--- config.mk ---
export PLATFORM = sky130hd
export DESIGN_NAME = mover_2d_src_reader
export DESIGN_NICKNAME = d
export VERILOG_FILES = /design/src/rtl/mover_2d_src_reader.sv
export SDC_FILE = /design/constraint.sdc
export NUM_CORES = 1
export LEC_CHECK = 0
export BUFFER_PORTS_ARGS = -buffer_cell sky130_fd_sc_hd__buf_4
export CAP_MARGIN = 10
export CORE_MARGIN = 2
export CORE_UTILIZATION = 55
export DETAILED_ROUTE_END_ITERATION = 8
export PLACE_DENSITY = 0.82
export SYNTH_ARGS = -nofsm -noshare
export SYNTH_HDL_FRONTEND = slang
export SYNTH_SLANG_ARGS = --single-unit
--- constraint.sdc ---
create_clock -name ACLK -period 6.7 [get_ports ACLK]
set_clock_uncertainty 0.1 [all_clocks]
set_input_delay 1.005 -clock ACLK [delete_from_list [all_inputs] [get_ports ACLK]]
set_output_delay 1.005 -clock ACLK [all_outputs]
set_load 0.02 [all_outputs]
--- src/rtl/mover_2d_src_reader.sv ---
// mover_2d_src_reader: read-side fetch engine for the 2D mover.
// Walks a 2D source region (base, items per row, rows, row stride), issues AXI4 INCR read
// bursts, and streams the returned items in order through a valid/ready output.
// Ports:
//   ACLK, ARESETn          clock, asynchronous active-low reset
//   go, cfg_*              start pulse and region description (sampled on go)
//   busy, done, error      status: transfer active, completion pulse, sticky error
//   M_AXI_SRC_AR*/R*       AXI4 read address / read data channels
//   out_*                  item stream with end-of-row and end-of-transfer tags
module mover_2d_src_reader #(
    parameter int unsigned M_AXI_WIDTH_ID = 4,
    parameter int unsigned M_AXI_WIDTH_AD = 32,
    parameter int unsigned M_AXI_WIDTH_DA = 32,
    parameter int unsigned M_AXI_WIDTH_DS = M_AXI_WIDTH_DA / 8,
    parameter int unsigned MAX_BURST      = 16,
    parameter int unsigned FIFO_DEPTH     = 16
) (
    input  logic                      ACLK,
    input  logic                      ARESETn,
    input  logic                      go,
    input  logic [M_AXI_WIDTH_AD-1:0] cfg_addr,
    input  logic [15:0]               cfg_width,
    input  logic [15:0]               cfg_height,
    input  logic [M_AXI_WIDTH_AD-1:0] cfg_stride,
    output logic                      busy,
    output logic                      done,
    output logic                      error,
    output logic [M_AXI_WIDTH_ID-1:0] M_AXI_SRC_ARID,
    output logic [M_AXI_WIDTH_AD-1:0] M_AXI_SRC_ARADDR,
    output logic [7:0]                M_AXI_SRC_ARLEN,
    output logic [2:0]                M_AXI_SRC_ARSIZE,
    output logic [1:0]                M_AXI_SRC_ARBURST,
    output logic                      M_AXI_SRC_ARVALID,
    input  logic                      M_AXI_SRC_ARREADY,
    input  logic [M_AXI_WIDTH_ID-1:0] M_AXI_SRC_RID,
    input  logic [M_AXI_WIDTH_DA-1:0] M_AXI_SRC_RDATA,
    input  logic [1:0]                M_AXI_SRC_RRESP,
    input  logic                      M_AXI_SRC_RLAST,
    input  logic                      M_AXI_SRC_RVALID,
    output logic                      M_AXI_SRC_RREADY,
    output logic [M_AXI_WIDTH_DA-1:0] out_data,
    output logic                      out_valid,
    input  logic                      out_ready,
    output logic                      out_last_row,
    output logic                      out_last
);

    localparam int unsigned LOG_DS = $clog2(M_AXI_WIDTH_DS);
    localparam int unsigned PTR_W  = $clog2(FIFO_DEPTH);
    localparam int unsigned CNT_W  = PTR_W + 1;
    localparam int unsigned FIFO_W = M_AXI_WIDTH_DA + 2;

    typedef enum logic [1:0] {StIdle, StAddr, StData, StDrain} state_e;

    state_e                    state_q, state_d;
    logic [M_AXI_WIDTH_AD-1:0] cur_addr_q, cur_addr_d, row_base_q, row_base_d;
    logic [M_AXI_WIDTH_AD-1:0] stride_q, stride_d;
    logic [15:0]               width_q, width_d, items_left_q, items_left_d;
    logic [15:0]               rows_left_q, rows_left_d, beat_cnt_q, beat_cnt_d;
    logic                      error_q, error_d, done_q, done_d, fin_q, fin_d;

    logic [FIFO_W-1:0]         mem_q [FIFO_DEPTH];
    logic [PTR_W-1:0]          wr_ptr_q, rd_ptr_q;
    logic [CNT_W-1:0]          count_q;
    logic [FIFO_W-1:0]         rd_word;
    logic                      push, pop, tag_last_row, tag_last;

    logic [12:0]               page_bytes;
    logic [15:0]               page_beats, beats, free_slots;
    logic                      go_ok, burst_end, row_end, final_row;
    logic                      unused_rid;

    assign unused_rid = ^M_AXI_SRC_RID;

    // Burst size: limited by what is left of the row, the burst cap and the 4 KB page.
    always_comb begin
        page_bytes = 13'd4096 - {1'b0, cur_addr_q[11:0]};
        page_beats = 16'(page_bytes >> LOG_DS);
        beats      = items_left_q;
        if (beats > 16'(MAX_BURST)) beats = 16'(MAX_BURST);
        if (beats > page_beats)     beats = page_beats;
    end

    // Space is reserved from the registered count; pops only grow it while waiting.
    assign free_slots = 16'(FIFO_DEPTH) - 16'(count_q);
    assign burst_end  = (beat_cnt_q == beats - 16'd1);
    assign row_end    = (items_left_q == beats);
    assign final_row  = (rows_left_q == 16'd1);

    // fin_q keeps busy high through the done cycle so a go there is ignored.
    assign busy  = (state_q != StIdle) || fin_q;
    assign done  = done_q;
    assign error = error_q;
    assign go_ok = go && !busy;

    assign M_AXI_SRC_ARID    = '0;
    assign M_AXI_SRC_ARSIZE  = 3'(LOG_DS);
    assign M_AXI_SRC_ARBURST = 2'b01;
    assign M_AXI_SRC_ARADDR  = cur_addr_q;
    assign M_AXI_SRC_ARVALID = (state_q == StAddr) && (free_slots >= beats);
    assign M_AXI_SRC_ARLEN   = (state_q == StAddr) ? 8'(beats - 16'd1) : 8'd0;
    assign M_AXI_SRC_RREADY  = (state_q == StData);

    always_comb begin
        state_d      = state_q;
        cur_addr_d   = cur_addr_q;
        row_base_d   = row_base_q;
        stride_d     = stride_q;
        width_d      = width_q;
        items_left_d = items_left_q;
        rows_left_d  = rows_left_q;
        beat_cnt_d   = beat_cnt_q;
        error_d      = error_q;
        done_d       = 1'b0;
        fin_d        = 1'b0;
        push         = 1'b0;
        tag_last_row = 1'b0;
        tag_last     = 1'b0;
        unique case (state_q)
            StIdle: begin
                if (go_ok) begin
                    error_d      = 1'b0;
                    cur_addr_d   = cfg_addr;
                    row_base_d   = cfg_addr;
                    stride_d     = cfg_stride;
                    width_d      = cfg_width;
                    items_left_d = cfg_width;
                    rows_left_d  = cfg_height;
                    beat_cnt_d   = 16'd0;
                    if (cfg_width == 16'd0 || cfg_height == 16'd0) begin
                        done_d = 1'b1;
                    end else begin
                        state_d = StAddr;
                    end
                end
            end
            StAddr: begin
                if (M_AXI_SRC_ARVALID && M_AXI_SRC_ARREADY) begin
                    state_d    = StData;
                    beat_cnt_d = 16'd0;
                end
            end
            StData: begin
                if (M_AXI_SRC_RVALID) begin
                    push         = 1'b1;
                    tag_last_row = burst_end && row_end;
                    tag_last     = tag_last_row && final_row;
                    if (M_AXI_SRC_RRESP != 2'b00)      error_d = 1'b1;
                    // RLAST is only checked; the beat count alone drives progress.
                    if (M_AXI_SRC_RLAST != burst_end) error_d = 1'b1;
                    if (burst_end) begin
                        beat_cnt_d = 16'd0;
                        if (row_end && final_row) begin
                            state_d = StDrain;
                        end else if (row_end) begin
                            row_base_d   = row_base_q + stride_q;
                            cur_addr_d   = row_base_q + stride_q;
                            items_left_d = width_q;
                            rows_left_d  = rows_left_q - 16'd1;
                            state_d      = StAddr;
                        end else begin
                            cur_addr_d   = cur_addr_q + (M_AXI_WIDTH_AD'(beats) << LOG_DS);
                            items_left_d = items_left_q - beats;
                            state_d      = StAddr;
                        end
                    end else begin
                        beat_cnt_d = beat_cnt_q + 16'd1;
                    end
                end
            end
            StDrain: begin
                if (pop && rd_word[FIFO_W-1]) begin
                    state_d = StIdle;
                    done_d  = 1'b1;
                    fin_d   = 1'b1;
                end
            end
            default: state_d = StIdle;
        endcase
    end

    always_ff @(posedge ACLK or negedge ARESETn) begin
        if (!ARESETn) begin
            state_q      <= StIdle;
            cur_addr_q   <= '0;
            row_base_q   <= '0;
            stride_q     <= '0;
            width_q      <= '0;
            items_left_q <= '0;
            rows_left_q  <= '0;
            beat_cnt_q   <= '0;
            error_q      <= 1'b0;
            done_q       <= 1'b0;
            fin_q        <= 1'b0;
            wr_ptr_q     <= '0;
            rd_ptr_q     <= '0;
            count_q      <= '0;
        end else begin
            state_q      <= state_d;
            cur_addr_q   <= cur_addr_d;
            row_base_q   <= row_base_d;
            stride_q     <= stride_d;
            width_q      <= width_d;
            items_left_q <= items_left_d;
            rows_left_q  <= rows_left_d;
            beat_cnt_q   <= beat_cnt_d;
            error_q      <= error_d;
            done_q       <= done_d;
            fin_q        <= fin_d;
            if (push) wr_ptr_q <= wr_ptr_q + 1'b1;
            if (pop)  rd_ptr_q <= rd_ptr_q + 1'b1;
            count_q <= count_q + CNT_W'(push) - CNT_W'(pop);
        end
    end

    // Storage needs no reset; validity is tracked by count_q.
    always_ff @(posedge ACLK) begin
        if (push) mem_q[wr_ptr_q] <= {tag_last, tag_last_row, M_AXI_SRC_RDATA};
    end

    assign rd_word      = mem_q[rd_ptr_q];
    assign out_valid    = (count_q != '0);
    assign pop          = out_valid && out_ready;
    assign out_data     = out_valid ? rd_word[M_AXI_WIDTH_DA-1:0] : '0;
    assign out_last_row = out_valid && rd_word[FIFO_W-2];
    assign out_last     = out_valid && rd_word[FIFO_W-1];

endmodule

==> results.sh, run 1 <==
export IMPL_postRouteAntennaNets=0
export IMPL_switching_share=0.401
export IMPL_synth_top_family_by_area="multiplexers"
export IMPL_yosysWarnings=0
export IMPL_slew_headroom=0.214
export IMPL_worst_ir_drop_vdd_v=0.000372
export IMPL_ys_flop_type="edfxtp_1"
export IMPL_dieWidth_um=256
export IMPL_clock_path_buffers=3
export IMPL_final_cell_mix="544 x edfxtp_1, 302 x nand2_1, 293 x buf_4"
export IMPL_maxCapViolCount=0
export IMPL_setup_viol=0
export IMPL_period_needed_ps=6540
export IMPL_cp_required_ps=5590
export IMPL_drt_wirelength_per_cell_um=28.0
export IMPL_synthXorXnorAreaFrac=0.0247
export IMPL_vias=24428
export IMPL_power_frac_comb=0.473
export IMPL_async_flop_share=0.247
export IMPL_regToRegSetupSlack_ps=260
export IMPL_dieArea_um2=65600
export IMPL_finalNonFillerCells=3765
export IMPL_drt_iter0_drc=2915
export IMPL_synthDistinctLibCells=93
export IMPL_outcome="complete, no violations"
export IMPL_synth_largest_area_cell="edfxtp_1"
export IMPL_layout_drive_gt1_share=0.228
export IMPL_rows=92
export IMPL_routed_wl_mm=105
export IMPL_start_kind="register"
export IMPL_place_gp_congestion=0.963
export IMPL_fillers=4303
export IMPL_netlist_area_leader_share=0.468
export IMPL_fmax_ghz=0.153
export IMPL_overflow=0
export IMPL_worstSetupPathType="reg2out"
export IMPL_p_leak_nw=15.4
export IMPL_hold_depth=2
export IMPL_clock_sinks=722
export IMPL_seq_power_share=0.307
export IMPL_fin_nets=3109
export IMPL_cts_reportedPaths_clkPinSlew_ps=60
export IMPL_maxSlewViolCount=0
export IMPL_avgSynthCellArea_um2=13.5
export IMPL_crit_fanout=7
export IMPL_multi_input_area_um2=13600
export IMPL_min_to="stride_q[19]"
export IMPL_antenna_found_initial=5
export IMPL_power_density_nw_per_um2=491
export IMPL_finalCritPeriodShare=0.977
export IMPL_clkPwrFrac=0.220
export IMPL_grt_usage=0.323
export IMPL_worstSetupEndpointType="output port"
export IMPL_hpwl_mm=62.3
export IMPL_numPlacedInstances=3620
export IMPL_htreeDepth=3
export IMPL_cp_arrival_ps=5440
export IMPL_numCtsBuffers=75
export IMPL_grt_pass1_wl_mm=157
export IMPL_seq_area_frac_synth=0.595
export IMPL_holdCritPathClass="reg2reg"
export IMPL_io_buffers=216
export IMPL_final_util=0.646
export IMPL_synth_simple_gate_area_frac=0.105
export IMPL_synth_edf_count=544
export IMPL_reg2reg_to="M_AXI_SRC_ARADDR[17]"
export IMPL_cts_hold_buf=0
export IMPL_ioPinCount=230
export IMPL_cts_tree="done"
export IMPL_postSynthCellCount=2586
export IMPL_hold_path_startpoint="stride_q[19]"
export IMPL_drc_errors=0
export IMPL_yosys_top_cells_area="edfxtp_1 47%, dfrtp_1 13%, mux4_2 11%"
export IMPL_initial_core_util=0.555
export IMPL_muxShareOfSynthArea=0.122
export IMPL_first_pass_iters=6
export IMPL_coreArea_um2=63000
export IMPL_insertion_delay_ps=650
export IMPL_hold_viol=0
export IMPL_reg2regPathDepth=23
export IMPL_worstMarginPinSlew_ps=1180
export IMPL_synth_compound_area_frac=0.0867
export IMPL_grt_pass1_vias=24673
export IMPL_grt_max_degree=116
export IMPL_synthToLayoutAreaGrowth_pct=16.4
export IMPL_regArea_um2=20800
export IMPL_synthAdderAreaFrac=0.0421
export IMPL_p_sw_mw=8.00
export IMPL_rr_startpoint="M_AXI_SRC_ARADDR[0]"
export IMPL_synth_seq_cells=722
export IMPL_synth_area_um2=34900
export IMPL_p_int_mw=11.9
export IMPL_clockRootBuffer="clkbuf_16"
export IMPL_die_h_um=256
export IMPL_via_per_inst=6.49
export IMPL_mostFrequentLayoutCell="edfxtp_1"
[repair_timing]
| item | in CTS | in global routing |
|---|---|---|
| setup endpoints to repair | 1 | 7 |
| setup buffers | 2 | 0 |
| resized for setup | 4 | 11 |
| pin swaps | 1 | 3 |
[state kept, by name (all words and copies together), names as in the netlist, 4 cells and up]
register	count
items_left_q	16
mem_q	544
width_q	16
rows_left_q	16
beat_cnt_q	16
wr_ptr_q	4
rd_ptr_q	4
count_q	5
stride_q	32
M_AXI_SRC_ARADDR	32
row_base_q	32
[power groups by stage]
stage	logic, mW	registers [mW]	clock network, mW
2_1_floorplan	6.39	5.95	0
3_3_place_gp	8.82	6.12	0
3_5_place_dp	9.11	6.16	0
4_1_cts	9.32	6.10	4.42
5_1_grt	10.1	6.18	4.58
6_report	9.44	6.12	4.39
[final cells by class]
cell class | instances | area share
diodes | 3 | 0.000185
clock buffers | 88 | 0.0486
clock inverters | 52 | 0.0154
inverters | 76 | 0.00702
multi-input cells | 1679 | 0.335
flip-flops and latches | 722 | 0.512
well taps | 846 | 0.0260
repair buffers | 299 | 0.0567
[Yosys cell counts (all sizes together) (15+ instances only)]
cell type	instances
nor2b	15
mux4	171
mux2i	18
ha	112
a21o	43
and2	53
nor2	143
nand2	302
nor3	58
a211oi	17
nand3	42
nor4	30
dfrtp	178
mux2	19
a31oi	24
a21oi	104
or3	20
o21ai	117
inv	75
xor2	30
xnor2	66
edfxtp	544
o211ai	22
clkbuf	87
nand2b	24
o31ai	18
buf	49
and3	18
nand4	21
[worst max-delay path, cell delays in order (launching register included)]
cell      delay [ps]
dfrtp_1          380
or4_4            630
or3_4            430
and2_4           180
inv_1             90
ha_1             160
and3_1           150
o21ai_1           80
and3b_1          250
a211o_1          360
o21ai_2          110
inv_1             90
buf_4            170
ha_1             280
a21o_1           150
a21o_1           170
a21o_1           210
a211oi_4         320
o21a_1           190
o31ai_1           80
and2_1           170
buf_4            150
[cell families (layout without fill, tap and decap cells)]
| logic type | count (synthesis) | count (layout) |
|---|---|---|
| flip-flops | 722 | 722 |
| other | 2 | 32 |
| adder cells (fa/ha/maj) | 116 | 116 |
| multiplexers | 208 | 208 |
| AND/OR/NAND/NOR | 767 | 767 |
| XOR/XNOR | 97 | 97 |
| AO/OA/AOI/OAI | 462 | 462 |
| buffers and inverters | 212 | 515 |
[how the worst max path moves through the flow]
| stage | slack (ps) | start | endpoint |
|---|---|---|---|
| after floorplan | 50 | M_AXI_SRC_ARADDR[6] | M_AXI_SRC_ARADDR[24] |
| final | 160 | M_AXI_SRC_ARADDR[0] | M_AXI_SRC_ARVALID |
| after global placement | 310 | M_AXI_SRC_ARADDR[7] | M_AXI_SRC_ARADDR[13] |
| after global routing | -9 | M_AXI_SRC_ARADDR[0] | M_AXI_SRC_ARVALID |
| after CTS | 30 | M_AXI_SRC_ARADDR[1] | M_AXI_SRC_ARVALID |
| after detailed placement | 150 | M_AXI_SRC_ARADDR[7] | M_AXI_SRC_ARADDR[17] |
[metal layers]
metal	global-route usage	share of wire	vias up
met5	0	0.00023	-
met4	0.160	0.050	4
met3	0.0602	0.093	310
met2	0.550	0.51	1521
met1	0.398	0.35	12199
li1	-	-	10394
[through the flow]
stage / setup TNS [ps] / cell area (µm²) / setup slack (ps) / power (mW) / hold WS [ps]
6_report: 0 / 40700 / 157 / 20.0 / 379
5_1_grt: -8.84 / 40700 / -8.84 / 20.9 / 402
4_1_cts: 0 / 40600 / 26.2 / 19.8 / 379
3_5_place_dp: 0 / 38000 / 150 / 15.3 / 363
3_3_place_gp: 0 / 38000 / 310 / 14.9 / 356
2_1_floorplan: 0 / 35100 / 54.7 / 12.3 / 340
Note: power is estimated with default switching activity, not from simulation.
==> inputs of run 2 (changes only) <==
--- a/config.mk
+++ b/config.mk
@@ -11,6 +11,7 @@
 export CORE_UTILIZATION = 55
 export DETAILED_ROUTE_END_ITERATION = 8
 export PLACE_DENSITY = 0.82
+export RECOVER_POWER = 100
 export SYNTH_ARGS = -nofsm -noshare
 export SYNTH_HDL_FRONTEND = slang
 export SYNTH_SLANG_ARGS = --single-unit
==> run 2 against run 1 <==
The flow now finishes with violations (capacitance limit, slew limit). Largest power group unchanged. Worst hold slack barely moved. Wire length barely moved. Register-to-register slack improved by 70 ps. Sequential share of layout area rose by 0.49 points. Global-route usage did not move. Flip-flop and latch count did not move.
==> results.sh, run 2 (synthesized netlist as in run 1, its figures left out) <==
export IMPL_holdCritPathClass="reg2reg"
export IMPL_power_density_nw_per_um2=492
export IMPL_fmax_ghz=0.153
export IMPL_start_kind="register"
export IMPL_htreeDepth=3
export IMPL_clock_path_buffers=3
export IMPL_cpMostUsedCell="a21o_1"
export IMPL_clock_sinks=722
export IMPL_insertion_delay_ps=650
export IMPL_grt_usage=0.323
export IMPL_setup_ws_ps=152
export IMPL_grt_pass1_vias=24673
export IMPL_die_h_um=256
export IMPL_antenna_found_initial=7
export IMPL_regArea_um2=20800
export IMPL_cts_reportedPaths_clkPinSlew_ps=60
export IMPL_slew_headroom=-1.07
export IMPL_synthToLayoutAreaGrowth_pct=15.3
export IMPL_drc_errors=0
export IMPL_tns_ps=0
export IMPL_mostFrequentLayoutCell="edfxtp_1"
export IMPL_crit_chain="or4_4 > or3_4 > and2_4 > inv_1 > ha_1 > nand4_1 > nor3_2 > a21o_1 > a21oi_2 > o21a_4 > inv_1 > ha_1 > nand2b_1 > a21o_1 > a21o_1 > a21o_1 > a211oi_4 > o21a_1 > o31ai_1 > and2_1 > buf_4"
export IMPL_hpwl_mm=62.3
export IMPL_crit_fanout=7
export IMPL_cp_arrival_ps=5440
export IMPL_finalNonFillerCells=3766
export IMPL_ioPinCount=230
export IMPL_regToRegSetupSlack_ps=330
export IMPL_drt_wirelength_per_cell_um=28.0
export IMPL_fin_nets=3109
export IMPL_hold_viol=0
export IMPL_min_to="stride_q[19]"
export IMPL_initial_core_util=0.555
export IMPL_worstSetupEndpointType="output port"
export IMPL_reg2regPathDepth=23
export IMPL_fillers=4427
export IMPL_reg2reg_to="M_AXI_SRC_ARADDR[17]"
export IMPL_cts_tree="done"
export IMPL_worstSetupPathType="reg2out"
export IMPL_routed_wl_mm=105
export IMPL_rows=92
export IMPL_maxCapViolCount=10
export IMPL_overflow=0
export IMPL_pre_cts_ws_ps=150
export IMPL_dieArea_um2=65600
export IMPL_rr_startpoint="M_AXI_SRC_ARADDR[2]"
export IMPL_p_leak_nw=15.1
export IMPL_cpPeakStageDelay_ps=610
export IMPL_cp_required_ps=5590
export IMPL_dieWidth_um=256
export IMPL_cts_hold_buf=0
export IMPL_drt_iter0_drc=3099
export IMPL_worst_ir_drop_vdd_v=0.000365
export IMPL_maxSlewViolCount=443
export IMPL_vias=24411
export IMPL_postRouteAntennaNets=0
export IMPL_top_register="mem_q"
export IMPL_outcome="finished with violations"
export IMPL_final_cell_mix="544 x edfxtp_1, 302 x nand2_1, 200 x buf_4"
export IMPL_first_pass_iters=7
export IMPL_critPathSlowestCell="or4_4"
export IMPL_finalCritPeriodShare=0.977
export IMPL_failed_checks="capacitance limit, slew limit"
export IMPL_place_gp_congestion=0.963
export IMPL_final_util=0.640
export IMPL_clockRootBuffer="clkbuf_16"
export IMPL_io_buffers=216
export IMPL_via_per_inst=6.48
export IMPL_numPlacedInstances=3620
export IMPL_worstMarginPinSlew_ps=3100
export IMPL_hold_path_startpoint="stride_q[19]"
export IMPL_layout_drive_gt1_share=0.201
export IMPL_grt_max_degree=116
export IMPL_multi_input_area_um2=13500
export IMPL_period_needed_ps=6550
export IMPL_grt_pass1_wl_mm=157
export IMPL_hold_depth=2
export IMPL_coreArea_um2=63000
export IMPL_numCtsBuffers=75
export IMPL_setup_viol=0
export IMPL_largest_reg_flops=544
## run 2: repair_timing
| item | in CTS | in global routing |
|---|---|---|
| resized for setup | 4 | 11 |
| gates cloned | 0 | 0 |
| setup buffers | 2 | 0 |
| pin swaps | 1 | 3 |
| endpoints found under the setup margin | 1 | 7 |
## run 2: worst max path at each step
stage                             start  slack [ps]              endpoint
floorplan           M_AXI_SRC_ARADDR[6]          50  M_AXI_SRC_ARADDR[24]
global placement    M_AXI_SRC_ARADDR[7]         310  M_AXI_SRC_ARADDR[13]
detailed placement  M_AXI_SRC_ARADDR[7]         150  M_AXI_SRC_ARADDR[17]
CTS                 M_AXI_SRC_ARADDR[1]          30     M_AXI_SRC_ARVALID
global route        M_AXI_SRC_ARADDR[0]          -6     M_AXI_SRC_ARVALID
finish              M_AXI_SRC_ARADDR[2]         150     M_AXI_SRC_ARVALID
## run 2: cell type report
type,instances,share of cell area
sequential,722,0.516
multi-input combinational,1679,0.336
timing repair buffer,299,0.0491
clock buffer,88,0.0491
tap,846,0.0263
clock inverter,52,0.0155
inverter,76,0.00708
antenna,4,0.000249
## run 2: where the power goes
group          switching, mW  internal (mW)  leakage (nW)
logic                   5.37           3.92          6.68
registers              0.689           5.43          7.14
clock network           1.92           2.47          1.25
## run 2: per-stage QoR
stage	hold WS, ps	total power, mW	area, µm²
6_report	379	19.8	40300
5_1_grt	402	20.8	40300
4_1_cts	379	19.8	40600
3_5_place_dp	363	15.3	38000
3_3_place_gp	356	14.9	38000
2_1_floorplan	340	12.3	35100
## run 2: worst max-delay path: cells and delay by family, from the launching register on
family / cells / cell delay [ps]
simple gates: 7 / 1980
flops: 1 / 390
buf+inv: 3 / 390
compound gates: 9 / 1670
fa+ha+maj: 2 / 400
## run 2: per-layer routing
metal	share of wire	wire length [µm]	global-route usage	vias up
li1	-	-	-	10393
met1	0.35	36800	0.398	12153
met2	0.51	53400	0.550	1552
met3	0.095	10000	0.0602	307
met4	0.048	5050	0.160	6
met5	0.00035	37	0	-
